<file path="src/rtl/mem_access_unit_pkg.sv">
// mem_access_unit_pkg: shared encodings and constants for the MEM-stage access unit
package mem_access_unit_pkg;
    localparam int WORD = 32;
    localparam logic [WORD-1:0] PC_RST = 32'h1c000000;
    typedef enum logic [1:0] {OP_NONE = 2'b00, OP_LOAD = 2'b01, OP_STORE = 2'b10, OP_RSV = 2'b11} op_e;
    typedef enum logic [1:0] {SZ_B = 2'b00, SZ_H = 2'b01, SZ_W = 2'b10, SZ_RSV = 2'b11} size_e;
    typedef enum logic [1:0] {S_IDLE, S_REQ, S_RESP, S_DONE} state_e;
    // Halves need bit 0 clear; words (and the reserved size, treated as word) need both low bits clear
    function automatic logic misaligned(size_e size, logic [1:0] lo);
        return (size == SZ_H) ? lo[0] : ((size != SZ_B) && (lo != 2'b00));
    endfunction
endpackage

</file>
<file path="src/rtl/mem_access_unit_if.sv">
// mem_access_unit_if: req/gnt/rvalid data bus between the access unit and memory
interface mem_access_unit_if;
    import mem_access_unit_pkg::*;
    logic d_req;
    logic d_we;
    logic [WORD-1:0] d_addr;
    logic [3:0] d_wstrb;
    logic [WORD-1:0] d_wdata;
    logic d_gnt;
    logic d_rvalid;
    logic [WORD-1:0] d_rdata;
    modport master(output d_req, d_we, d_addr, d_wstrb, d_wdata, input d_gnt, d_rvalid, d_rdata);
    modport slave(input d_req, d_we, d_addr, d_wstrb, d_wdata, output d_gnt, d_rvalid, d_rdata);
endinterface

</file>
<file path="src/rtl/mem_align.sv">
// mem_align: store strobe/replication and load lane extraction with sign/zero extension
module mem_align import mem_access_unit_pkg::*; (
    input  size_e           size,
    input  logic [1:0]      lo,
    input  logic            uns,
    input  logic [WORD-1:0] wdata,
    input  logic [WORD-1:0] rdata,
    output logic [3:0]      wstrb,
    output logic [WORD-1:0] wdata_rep,
    output logic [WORD-1:0] rdata_ext
);
    logic [15:0] lane;
    // Stores replicate the low byte/half across the word; loads shift the addressed lane down and extend
    always_comb begin
        lane = 16'(rdata >> {lo, 3'b000});
        wstrb = (size == SZ_B) ? 4'b0001 << lo : (size == SZ_H) ? 4'b0011 << lo : 4'b1111;
        wdata_rep = (size == SZ_B) ? {4{wdata[7:0]}} : (size == SZ_H) ? {2{wdata[15:0]}} : wdata;
        rdata_ext = (size == SZ_B) ? {{24{~uns & lane[7]}}, lane[7:0]} :
                    (size == SZ_H) ? {{16{~uns & lane[15]}}, lane} : rdata;
    end
endmodule

</file>
<file path="src/rtl/mem_access_unit.sv">
// mem_access_unit: MEM-stage load/store engine driving a req/gnt/rvalid bus and producing one result beat
module mem_access_unit import mem_access_unit_pkg::*; #(
    parameter int ADDR_W = 32,
    parameter int DATA_W = 32,
    parameter logic [ADDR_W-1:0] PC_RST_VAL = PC_RST
) (
    input  logic              clk,
    input  logic              rst,
    input  logic              in_valid,
    input  logic [ADDR_W-1:0] in_pc,
    input  logic [1:0]        in_op,
    input  logic [1:0]        in_size,
    input  logic              in_unsigned,
    input  logic [ADDR_W-1:0] in_addr,
    input  logic [DATA_W-1:0] in_wdata,
    input  logic [4:0]        in_rd,
    input  logic              in_wen,
    output logic              stall,
    mem_access_unit_if.master bus,
    output logic              out_valid,
    output logic [ADDR_W-1:0] out_pc,
    output logic [4:0]        out_rd,
    output logic              out_wen,
    output logic [DATA_W-1:0] out_result,
    output logic              out_ale
);
    state_e state, state_d;
    size_e size_q;
    logic accept, is_mem, is_store, mis, go, cap, req, pass_v, we_q, uns_q;
    logic [ADDR_W-1:0] addr_q;
    logic [DATA_W-1:0] wdata_q, wrep, rext;
    logic [3:0] strb;

    mem_align u_align (
        .size(size_q),
        .lo(addr_q[1:0]),
        .uns(uns_q),
        .wdata(wdata_q),
        .rdata(bus.d_rdata),
        .wstrb(strb),
        .wdata_rep(wrep),
        .rdata_ext(rext)
    );

    // Accept decode, next state, and the stall/bus/valid outputs
    always_comb begin
        accept = in_valid & ((state == S_IDLE) | (state == S_DONE));
        is_store = op_e'(in_op) == OP_STORE;
        is_mem = is_store | (op_e'(in_op) == OP_LOAD);
        mis = misaligned(size_e'(in_size), in_addr[1:0]);
        go = accept & is_mem & ~mis;
        cap = ~we_q & bus.d_rvalid & (((state == S_REQ) & bus.d_gnt) | (state == S_RESP));
        state_d = state;
        case (state)
            S_IDLE, S_DONE: state_d = go ? S_REQ : S_IDLE;
            S_REQ: state_d = !bus.d_gnt ? S_REQ : (we_q | bus.d_rvalid) ? S_DONE : S_RESP;
            S_RESP: state_d = bus.d_rvalid ? S_DONE : S_RESP;
            default: state_d = S_IDLE;
        endcase
        req = state == S_REQ;
        stall = go | req | (state == S_RESP);
        bus.d_req = req;
        bus.d_we = req & we_q;
        bus.d_addr = req ? {addr_q[ADDR_W-1:2], 2'b00} : '0;
        bus.d_wstrb = (req & we_q) ? strb : 4'b0000;
        bus.d_wdata = (req & we_q) ? wrep : '0;
        out_valid = pass_v | (state == S_DONE);
    end

    // State, latched transaction, and the result registers presented to MEM/WB
    always_ff @(posedge clk) begin
        if (rst) begin
            state <= S_IDLE;
            pass_v <= 1'b0;
            out_pc <= PC_RST_VAL;
            out_rd <= '0;
            out_wen <= 1'b0;
            out_ale <= 1'b0;
            out_result <= '0;
            we_q <= 1'b0;
            uns_q <= 1'b0;
            size_q <= SZ_B;
            addr_q <= '0;
            wdata_q <= '0;
        end else begin
            state <= state_d;
            pass_v <= accept & ~go;
            if (accept) begin
                out_pc <= in_pc;
                out_rd <= in_rd;
                out_wen <= in_wen & ~is_store & ~(is_mem & mis);
                out_ale <= is_mem & mis;
                out_result <= in_addr;
                we_q <= is_store;
                uns_q <= in_unsigned;
                size_q <= size_e'(in_size);
                addr_q <= in_addr;
                wdata_q <= in_wdata;
            end
            if (cap) out_result <= rext;
        end
    end
endmodule

</file>
<file path="src/flat_wrapper.sv">
// flat-port wrapper written by rule: the top's interface ports become plain ports
module mem_access_unit_flat import mem_access_unit_pkg::*;
#(
    parameter int ADDR_W = 32,
    parameter int DATA_W = 32,
    parameter logic [ADDR_W-1:0] PC_RST_VAL = PC_RST
)
  (clk, rst, in_valid, in_pc, in_op, in_size, in_unsigned, in_addr, in_wdata, in_rd, in_wen, stall, out_valid, out_pc, out_rd, out_wen, out_result, out_ale, bus_d_req, bus_d_we, bus_d_addr, bus_d_wstrb, bus_d_wdata, bus_d_gnt, bus_d_rvalid, bus_d_rdata);
  mem_access_unit_if bus_i ();
  input  logic clk;
  input  logic rst;
  input  logic in_valid;
  input  logic [ADDR_W-1:0] in_pc;
  input  logic [1:0] in_op;
  input  logic [1:0] in_size;
  input  logic in_unsigned;
  input  logic [ADDR_W-1:0] in_addr;
  input  logic [DATA_W-1:0] in_wdata;
  input  logic [4:0] in_rd;
  input  logic in_wen;
  output logic stall;
  output logic out_valid;
  output logic [ADDR_W-1:0] out_pc;
  output logic [4:0] out_rd;
  output logic out_wen;
  output logic [DATA_W-1:0] out_result;
  output logic out_ale;
  output wire logic [$bits(bus_i.d_req)-1:0] bus_d_req;
  output wire logic [$bits(bus_i.d_we)-1:0] bus_d_we;
  output wire logic [$bits(bus_i.d_addr)-1:0] bus_d_addr;
  output wire logic [$bits(bus_i.d_wstrb)-1:0] bus_d_wstrb;
  output wire logic [$bits(bus_i.d_wdata)-1:0] bus_d_wdata;
  input wire logic [$bits(bus_i.d_gnt)-1:0] bus_d_gnt;
  input wire logic [$bits(bus_i.d_rvalid)-1:0] bus_d_rvalid;
  input wire logic [$bits(bus_i.d_rdata)-1:0] bus_d_rdata;
  assign bus_d_req = bus_i.d_req;
  assign bus_d_we = bus_i.d_we;
  assign bus_d_addr = bus_i.d_addr;
  assign bus_d_wstrb = bus_i.d_wstrb;
  assign bus_d_wdata = bus_i.d_wdata;
  assign bus_i.d_gnt = bus_d_gnt;
  assign bus_i.d_rvalid = bus_d_rvalid;
  assign bus_i.d_rdata = bus_d_rdata;
  mem_access_unit #(.ADDR_W(ADDR_W), .DATA_W(DATA_W), .PC_RST_VAL(PC_RST_VAL)) u_core (.clk(clk), .rst(rst), .in_valid(in_valid), .in_pc(in_pc), .in_op(in_op), .in_size(in_size), .in_unsigned(in_unsigned), .in_addr(in_addr), .in_wdata(in_wdata), .in_rd(in_rd), .in_wen(in_wen), .stall(stall), .bus(bus_i), .out_valid(out_valid), .out_pc(out_pc), .out_rd(out_rd), .out_wen(out_wen), .out_result(out_result), .out_ale(out_ale));
endmodule
</file>
<file path="config.mk">
export PLATFORM = sky130hd
export DESIGN_NAME = mem_access_unit_flat
export DESIGN_NICKNAME = d
export VERILOG_FILES = /design/src/rtl/mem_access_unit_pkg.sv /design/src/rtl/mem_access_unit_if.sv /design/src/rtl/mem_align.sv /design/src/rtl/mem_access_unit.sv /design/src/flat_wrapper.sv
export SDC_FILE = /design/constraint.sdc
export NUM_CORES = 1
export LEC_CHECK = 0
export ABC_AREA = 1
export CAP_MARGIN = 40
export CORE_ASPECT_RATIO = 1.4
export CORE_MARGIN = 1
export CORE_UTILIZATION = 40
export DETAILED_ROUTE_END_ITERATION = 6
export GPL_TIMING_DRIVEN = 0
export PLACE_DENSITY = 0.76
export SLEW_MARGIN = 20
export SYNTH_ARGS = -nofsm -noshare
export SYNTH_HDL_FRONTEND = slang
export SYNTH_SLANG_ARGS = --single-unit
</file>
<file path="constraint.sdc">
create_clock -name clk -period 3.31 [get_ports clk]
set_clock_uncertainty 0.2 [all_clocks]
set_input_delay 0.331 -clock clk [delete_from_list [all_inputs] [get_ports clk]]
set_output_delay 0.331 -clock clk [all_outputs]
set_load 0.1 [all_outputs]
</file>
== Yosys cells after proc, flatten, opt, wreduce, memory -nomap -nowiden ==
Cells that the tools add are included.
Word-level totals
  bits in registers: 142
  logic and storage cells: 72
  input bits: 144
Operators by class
  shift operators: 3
  equality and inequality tests: 7
  muxes and demuxes: 17
  reduce and logical (&&, ||, !) cells: 7
  bitwise logic cells: 26
Operators by type and width (count)
  $mux W32: 8
  $shr A32 B5 Y16: 1
  $and A1 B1 Y1: 13
  $mux W4: 3
  $eq A2 B1 Y1 const B: 4
  $or A1 B1 Y1: 7
  $eq A2 B2 Y1 const B: 3
  $not A1 Y1: 6
  $pmux W2 S3: 1
  $reduce_bool A2 Y1: 3
  $logic_not A2 Y1: 2
  $mux W1: 4
  $shl A1 B2 Y4 const A: 1
  $shl A2 B2 Y4 const A: 1
  $mux W2: 1
  $reduce_or A2 Y1: 1
  $logic_and A1 B1 Y1: 1

== Logic depth before layout (Yosys ltp) ==
Gate-level depths: netlist of the first run.
  word-level depth: 7
  depth in mapped cells: 13
  depth with buffers taken out: 11

== Modules after synthesis ==
A second synthesis of the first run with hierarchy kept.
Unflattened totals
  cell total of the unflattened synthesis: 1187
  area, all modules: 7536.0 µm²
By module, submodules not included
  mem_access_unit: instances 1, seq. area each 2842.7 µm², cells an instance 894, area each 6115.9 µm²
  mem_align: instances 1, seq. area each 0.0 µm², cells an instance 293, area each 1420.1 µm²

== Worst setup path before layout of the first run ==
Ideal clock, no wire load.
  path kind: register to output
  from: reg u_core.state[1]
  to: out bus_d_wstrb[3]
  cell stages (with the launch flop): 9
  arrival: 4.216 ns
  path slack: -1.437 ns
  required time: 2.779 ns
  cell sequence: dfxtp_1 inv_1 ha_1 buf_2 nand2_1 inv_1 clkbuf_1 o21ai_0 nor2_1
Between the ends
  longest elaborated chain between the ends: 3
Ends and longest elaborated chain
  start, declared: RTL line mem_access_unit.sv:27  | state_e state, state_d;
  start signal, assigned: RTL line mem_access_unit.sv:86  | state <= state_d;
  $eq A2 B1 Y1: RTL line mem_access_unit.sv:60  | req = state == S_REQ;
  net bus_d_req: RTL line flat_wrapper.sv:28  | output wire logic [$bits(bus_i.d_req)-1:0] bus_d_req;
  $and A1 B1 Y1
  net bus_d_we: RTL line flat_wrapper.sv:29  | output wire logic [$bits(bus_i.d_we)-1:0] bus_d_we;
  $mux W4: RTL line mem_access_unit.sv:65  | bus.d_wstrb = (req & we_q) ? strb : 4'b0000;
  end, declared: RTL line flat_wrapper.sv:31  | output wire logic [$bits(bus_i.d_wstrb)-1:0] bus_d_wstrb;
The timed path passes the listed nets, and every way through them passes these cells.

== Worst setup path in the final report of the first run ==
  from: reg u_core.state[1]
  to: out bus_d_wdata[14]
Between the ends
  longest elaborated chain between the ends: 3
Ends and longest elaborated chain
  $eq A2 B1 Y1: RTL line mem_access_unit.sv:60
  $and A1 B1 Y1: RTL line mem_access_unit.sv:66  | bus.d_wdata = (req & we_q) ? wrep : '0;
  $mux W32: RTL line mem_access_unit.sv:66
  end, declared: RTL line flat_wrapper.sv:32  | output wire logic [$bits(bus_i.d_wdata)-1:0] bus_d_wdata;
Every way passes these cells.

==> reports/results.ini, run 1 <==
[floorplanning]
die_h_um = 157
die_x_um = 113
die_area_um2 = 17700
ios = 287
rows = 56
start_util = 0.409
core_um2 = 16800

[timing]
setup_viol_count_final = 0
slew_violations = 0
slew_headroom = 0.532
rsz0062_at_grt = false
worst_hold_slack_ns = 0.267
final.period_utilization = 0.967
hold_viol = 0
tns_ns = 0
fin_crit_ns = 3.20
tightest_slew_ns = 0.702
max_freq_mhz = 313

[cts]
cts_resized = 2
clk_pin_slew_ns = 0.07
hold_buffers = 0
cts_tree = yes
cts_setup_buffers = 0
cts-root-buf = clkbuf_16
htree_levels = 4
clkLatencyLatePin_ns = 0.42
cts_sinks = 142
cts-buffers-inserted = 17
clockBufferDepth = 2

[worst_setup_path]
worstPathMaxFanout = 10
crit_arrival_ns = 2.67
start_kind = flop
crit_required_ns = 2.78
r2r_end = u_core.out_pc[31]
crit_path_start = u_core.state[1]
r2r_cells = 9
rrSetupSlack_ns = 0.91
rr_startpoint = u_core.state[0]
critPathKind = reg2out
endpoint = bus_d_wdata[14]
cp-end-kind = primary output

[detailed_routing]
vias_per_cell = 5.28
ant_nets = 0
drc = 2
wirelength_um = 30700
wire_per_inst_um = 18.1
first_pass_iters = 7
via_count = 8974
dr.first_iter.drc_count = 677

[finish]
area_growth_pct = 90.4
final_util = 0.778
multi_input_area_um2 = 3360
seqCellArea_um2 = 2840
final_common_cell = nand2_1
final_area_um2 = 13100
final_cell_mix = nand2_1, clkdlybuf4s50_1, nor2_1
nNetsFinal = 1635
finalNonFillerCells = 1700
drive_above_1_share = 0.161
fill_cells = 1115

[global_route]
gr-total-overflow = 0
grt_usage = 0.347
grt_max_degree = 17
grt_antenna_before_repair = 0
first_global_vias = 9154
grt_first_pass_wirelength_um = 47100

[place]
dp_hpwl_um = 24400
io_buffers = 283
gp_congestion = 0.911
place_area_um2 = 12500
placedCellCount = 1668

[synth]
synth_warnings = 0
synthCells = 1040
syn_area_um2 = 6870
synthDistinctLibCells = 28
seq_area_frac_synth = 0.414
synth-seq-cells = 142
avgSynthCellArea_um2 = 6.61

[power_and_ir_drop]
power.leakage_nw = 5.80
ir_worst_vdd_mv = 0.329
power_density_nw_per_um2 = 421

[job]
maxCapViolCount = 0

[status]
violations = design-rule violations
status = complete, but fails checks

[hold_path]
hold_class = reg2reg

-- routing by layer --
layer  share of wire  global-route usage
met5               0                   0
met4           0.043               0.178
met3           0.078              0.0693
met2            0.54               0.672
met1            0.34               0.349
-- how the worst min path moves through the flow --
stage	to	start	depth (start not counted)	slack, ns
final	u_core.out_result[26]	u_core.out_result[26]	2	0.27
after detailed placement	u_core.addr_q[11]	u_core.addr_q[11]	2	0.26
after global routing	u_core.addr_q[30]	u_core.addr_q[30]	2	0.28
after global placement	u_core.addr_q[22]	u_core.addr_q[22]	2	0.25
after floorplan	u_core.wdata_q[15]	u_core.wdata_q[15]	2	0.24
after CTS	u_core.addr_q[11]	u_core.addr_q[11]	2	0.27
-- Yosys cell counts --
library cell,count,share of area
a21oi_1,99,0.072
a21oi_2,6,0.0076
a22oi_1,1,0.0011
buf_1,1,0.00055
buf_2,26,0.019
buf_4,6,0.0066
buf_6,7,0.011
clkbuf_1,35,0.019
clkinv_1,1,0.00055
clkinv_2,1,0.00073
conb_1,1,0.00055
dfxtp_1,142,0.41
ha_1,8,0.015
inv_1,75,0.041
inv_2,4,0.0022
nand2_1,314,0.17
nand2_2,3,0.0027
nand2_4,2,0.0033
nand3_1,33,0.024
nand3_2,2,0.0029
nand3_4,1,0.0025
nand4_1,22,0.020
nor2_1,144,0.079
nor2_4,3,0.0049
nor2_8,1,0.0029
o21ai_0,93,0.068
o22ai_1,8,0.0073
or2_2,1,0.00091
-- critical path: stages (launching register included) --
cell and delay, ns:
dfxtp_1 0.38, inv_1 0.07, ha_2 0.18, buf_2 0.18, nand2_4 0.15, clkbuf_1 0.43
a21oi_1 0.09, clkdlybuf4s50_1 0.55, buf_16 0.22
-- flip-flops by register name, summed over array words and instances (netlist names) --
| register | count |
|---|---|
| u_core.out_pc | 32 |
| u_core.out_wen | 1 |
| u_core.out_ale | 1 |
| u_core.state | 2 |
| u_core.wdata_q | 32 |
| u_core.out_rd | 5 |
| u_core.we_q | 1 |
| u_core.out_result | 32 |
| u_core.size_q | 2 |
| u_core.pass_v | 1 |
| u_core.addr_q | 32 |
| u_core.uns_q | 1 |
-- logic make-up after synthesis --
group	count (synthesis)	share of synthesized area
buffers and inverters	156	0.101
adders and majority gates	8	0.0146
other	1	0.000546
and+or+nand+nor	526	0.314
DFF	142	0.414
AOI/OAI and AO/OA	207	0.156
-- stage by stage --
step	power, mW	worst slack [ns]
6_report	5.51	0.110
5_1_grt	5.67	0.0250
4_1_cts	5.49	0.0439
3_5_place_dp	3.59	0.352
3_3_place_gp	3.28	-0.0427
2_1_floorplan	2.83	-0.170
-- power breakdown --
part,switching (mW),internal (mW)
registers,0.0826,1.83
logic,1.02,0.638
clock network,0.881,1.07
-- cell type report --
cell class,instances,share of cell area
plain buffers,74,0.0297
clock inverters,14,0.0113
clock buffers,18,0.0328
flip-flops and latches,142,0.217
well taps,203,0.0194
inverters,81,0.0233
multi-input cells,743,0.257
repair buffers,424,0.409
diodes,1,0.000191
(Power assumes the default switching activity.)
==> inputs of run 2 (changes only) <==
Settings changed: DONT_BUFFER_PORTS set to 1, PLACE_DENSITY 0.76 to not set.
Clock period 3.31 ns to 4 ns, I/O delays scaled along.
==> reports/results.ini, run 2 (same netlist as run 1, synthesis figures left out) <==
[worst_setup_path]
critPathBufInv = 4  ; was 5
crit_path_start = u_core.state[0]  ; was u_core.state[1]
critPathKind = reg2out  ; unchanged
crit_path_frequent_cell = buf_2
cp_top_family = buffers and inverters  ; unchanged
slowest_stage = buf_2  ; was clkdlybuf4s50_1
start_kind = flop  ; unchanged
worstPathCellList = ha_1 -> buf_2 -> nand2_1 -> inv_1 -> buf_2 -> o21ai_0 -> inv_2  ; was inv_1 -> ha_2 -> buf_2 -> nand2_4 -> clkbuf_1 -> a21oi_1 -> clkdlybuf4s50_1 -> buf_16
rr_startpoint = u_core.state[0]  ; unchanged
cp-end-kind = primary output  ; unchanged
cp_slowest_stage_delay_ns = 0.58  ; was 0.55 ns
crit_arrival_ns = 3.27  ; was 2.67 ns
crit_required_ns = 3.40  ; was 2.78 ns
worstPathMaxFanout = 10  ; unchanged

[finish]
drive_above_1_share = 0.176  ; was 0.161
final_common_cell = nand2_1  ; unchanged
fill_cells = 1367  ; was 1115
antenna_cells = 0  ; was 1
area_growth_pct = 56.0  ; was 90.4%
seqCellArea_um2 = 2840  ; unchanged
nNetsFinal = 1407  ; was 1635
final_cell_mix = nand2_1, dfxtp_1, nor2_1  ; was nand2_1, clkdlybuf4s50_1, nor2_1
multi_input_area_um2 = 3500  ; was 3360 µm²
finalNonFillerCells = 1471  ; was 1700
final_area_um2 = 10700  ; was 13100 µm²

[cts]
cts-root-buf = clkbuf_16  ; unchanged
clk_pin_slew_ns = 0.07  ; about the same
clkLatencyLatePin_ns = 0.43  ; was 0.42 ns
cts_setup_buffers = 0  ; unchanged
clockBufferDepth = 2  ; unchanged
cts-buffers-inserted = 17  ; unchanged
htree_levels = 4  ; unchanged
cts_tree = yes  ; unchanged
cts_sinks = 142  ; unchanged

[floorplanning]
start_util = 0.409  ; unchanged
rows = 56  ; unchanged
die_area_um2 = 17700  ; unchanged
ios = 287  ; unchanged
die_x_um = 113  ; unchanged
die_h_um = 157  ; unchanged
core_um2 = 16800  ; unchanged

[power_and_ir_drop]
p_total_mw = 4.40  ; was 5.51 mW
power.leakage_nw = 4.77  ; was 5.80 nW
power_density_nw_per_um2 = 411  ; was 421 nW/µm²
ir_worst_vdd_mv = 0.315  ; was 0.329 mV

[global_route]
gr-total-overflow = 0  ; unchanged
grt_first_pass_wirelength_um = 43500  ; was 47100 µm
first_global_vias = 7925  ; was 9154
grt_max_degree = 17  ; unchanged
grt_usage = 0.326  ; was 0.347
grt_antenna_before_repair = 1  ; was 0

[job]
maxCapViolCount = 0  ; unchanged

[detailed_routing]
ant_nets = 0  ; unchanged
wire_per_inst_um = 19.6  ; was 18.1 µm
via_count = 7885  ; was 8974
vias_per_cell = 5.36  ; was 5.28
wirelength_um = 28900  ; was 30700 µm
drc = 0  ; was 2
first_pass_iters = 6  ; was 7
dr.first_iter.drc_count = 516  ; was 677

[timing]
setup_viol_count_final = 0  ; unchanged
max_freq_mhz = 258
fin_crit_ns = 3.87
slew_headroom = 0.435  ; was 0.532
final.period_utilization = 0.967
hold_viol = 2  ; was 0
tightest_slew_ns = 0.847  ; was 0.702 ns
worst_hold_slack_ns = -0.0192  ; was 0.267 ns
rsz0062_at_grt = false  ; unchanged
slew_violations = 0  ; unchanged
finalWorstSetupSlack_ns = 0.131  ; was 0.110 ns

[place]
placedCellCount = 1335  ; was 1668
io_buffers = 0  ; was 283
dp_hpwl_um = 20300  ; was 24400 µm
gp_congestion = 0.864  ; was 0.911
pre_cts_ws_ns = 0.309  ; was 0.352 ns
place_area_um2 = 9060  ; was 12500 µm²

[hold_path]
hold_class = in2reg  ; was reg2reg
worstHoldStart = in_wdata[21]  ; was u_core.out_result[26]

[status]
status = complete, but fails checks  ; unchanged
violations = negative hold slack  ; was design-rule violations

## run 2: changes by cell type in the layout (fill, tap and decap cells not counted), moves of 11 or more
cell / previous run / this run
a21oi_1: 97 / 83
buf_8: 108 / 59
clkdlybuf4s50_1: 283 / 0
dlygate4sd3_1: 0 / 103
nor2_1: 143 / 132
nor2_2: 1 / 12
## run 2: timing repair
item / in CTS / in global routing
hold buffers: 103 / 0
endpoints found under the hold margin: 103 / 0
gates resized for setup: 2 / 6
endpoints found under the setup margin: 2 / 7
## run 2: final cells by class
class | count | area share
Clock inverter | 14 | 0.0141
Buffer | 75 | 0.0364
Clock buffer | 18 | 0.0410
Tap cell | 203 | 0.0237
Sequential cell | 142 | 0.265
Multi-Input combinational cell | 743 | 0.327
Timing Repair Buffer | 195 | 0.262
Inverter | 81 | 0.0306
## run 2: path summary, 6_finish.rpt
path	endpoint	slack [ns]	depth (start not counted)
setup / recovery	bus_d_wdata[31]	0.13	7
hold / removal	u_core.wdata_q[21]	-0.02	2
setup reg to reg	u_core.out_result[20]	1.68	11
hold reg to reg	u_core.addr_q[16]	0.27	2
## run 2: metal layers
layer / vias to the layer above / global-route usage / part of all wire / wire length [µm]
met5: - / 0 / 0.00048 / 14
met4: 2 / 0.166 / 0.044 / 1270
met3: 83 / 0.0836 / 0.076 / 2190
met2: 396 / 0.606 / 0.52 / 15100
met1: 3672 / 0.337 / 0.36 / 10300
li1: 3732 / - / - / -
## run 2: power by group
part           internal [mW]  total (mW)  switching [mW]
combinational          0.385        1.18           0.794
clock                  0.898        1.61           0.715
sequential              1.52        1.61          0.0959
## run 2: stage by stage
step,util,TNS [ns]
after floorplan,-,0
final,0.637,0
after CTS,0.636,0
after detailed placement,0.539,0
after global routing,0.637,0
after global placement,0.424,-5.24
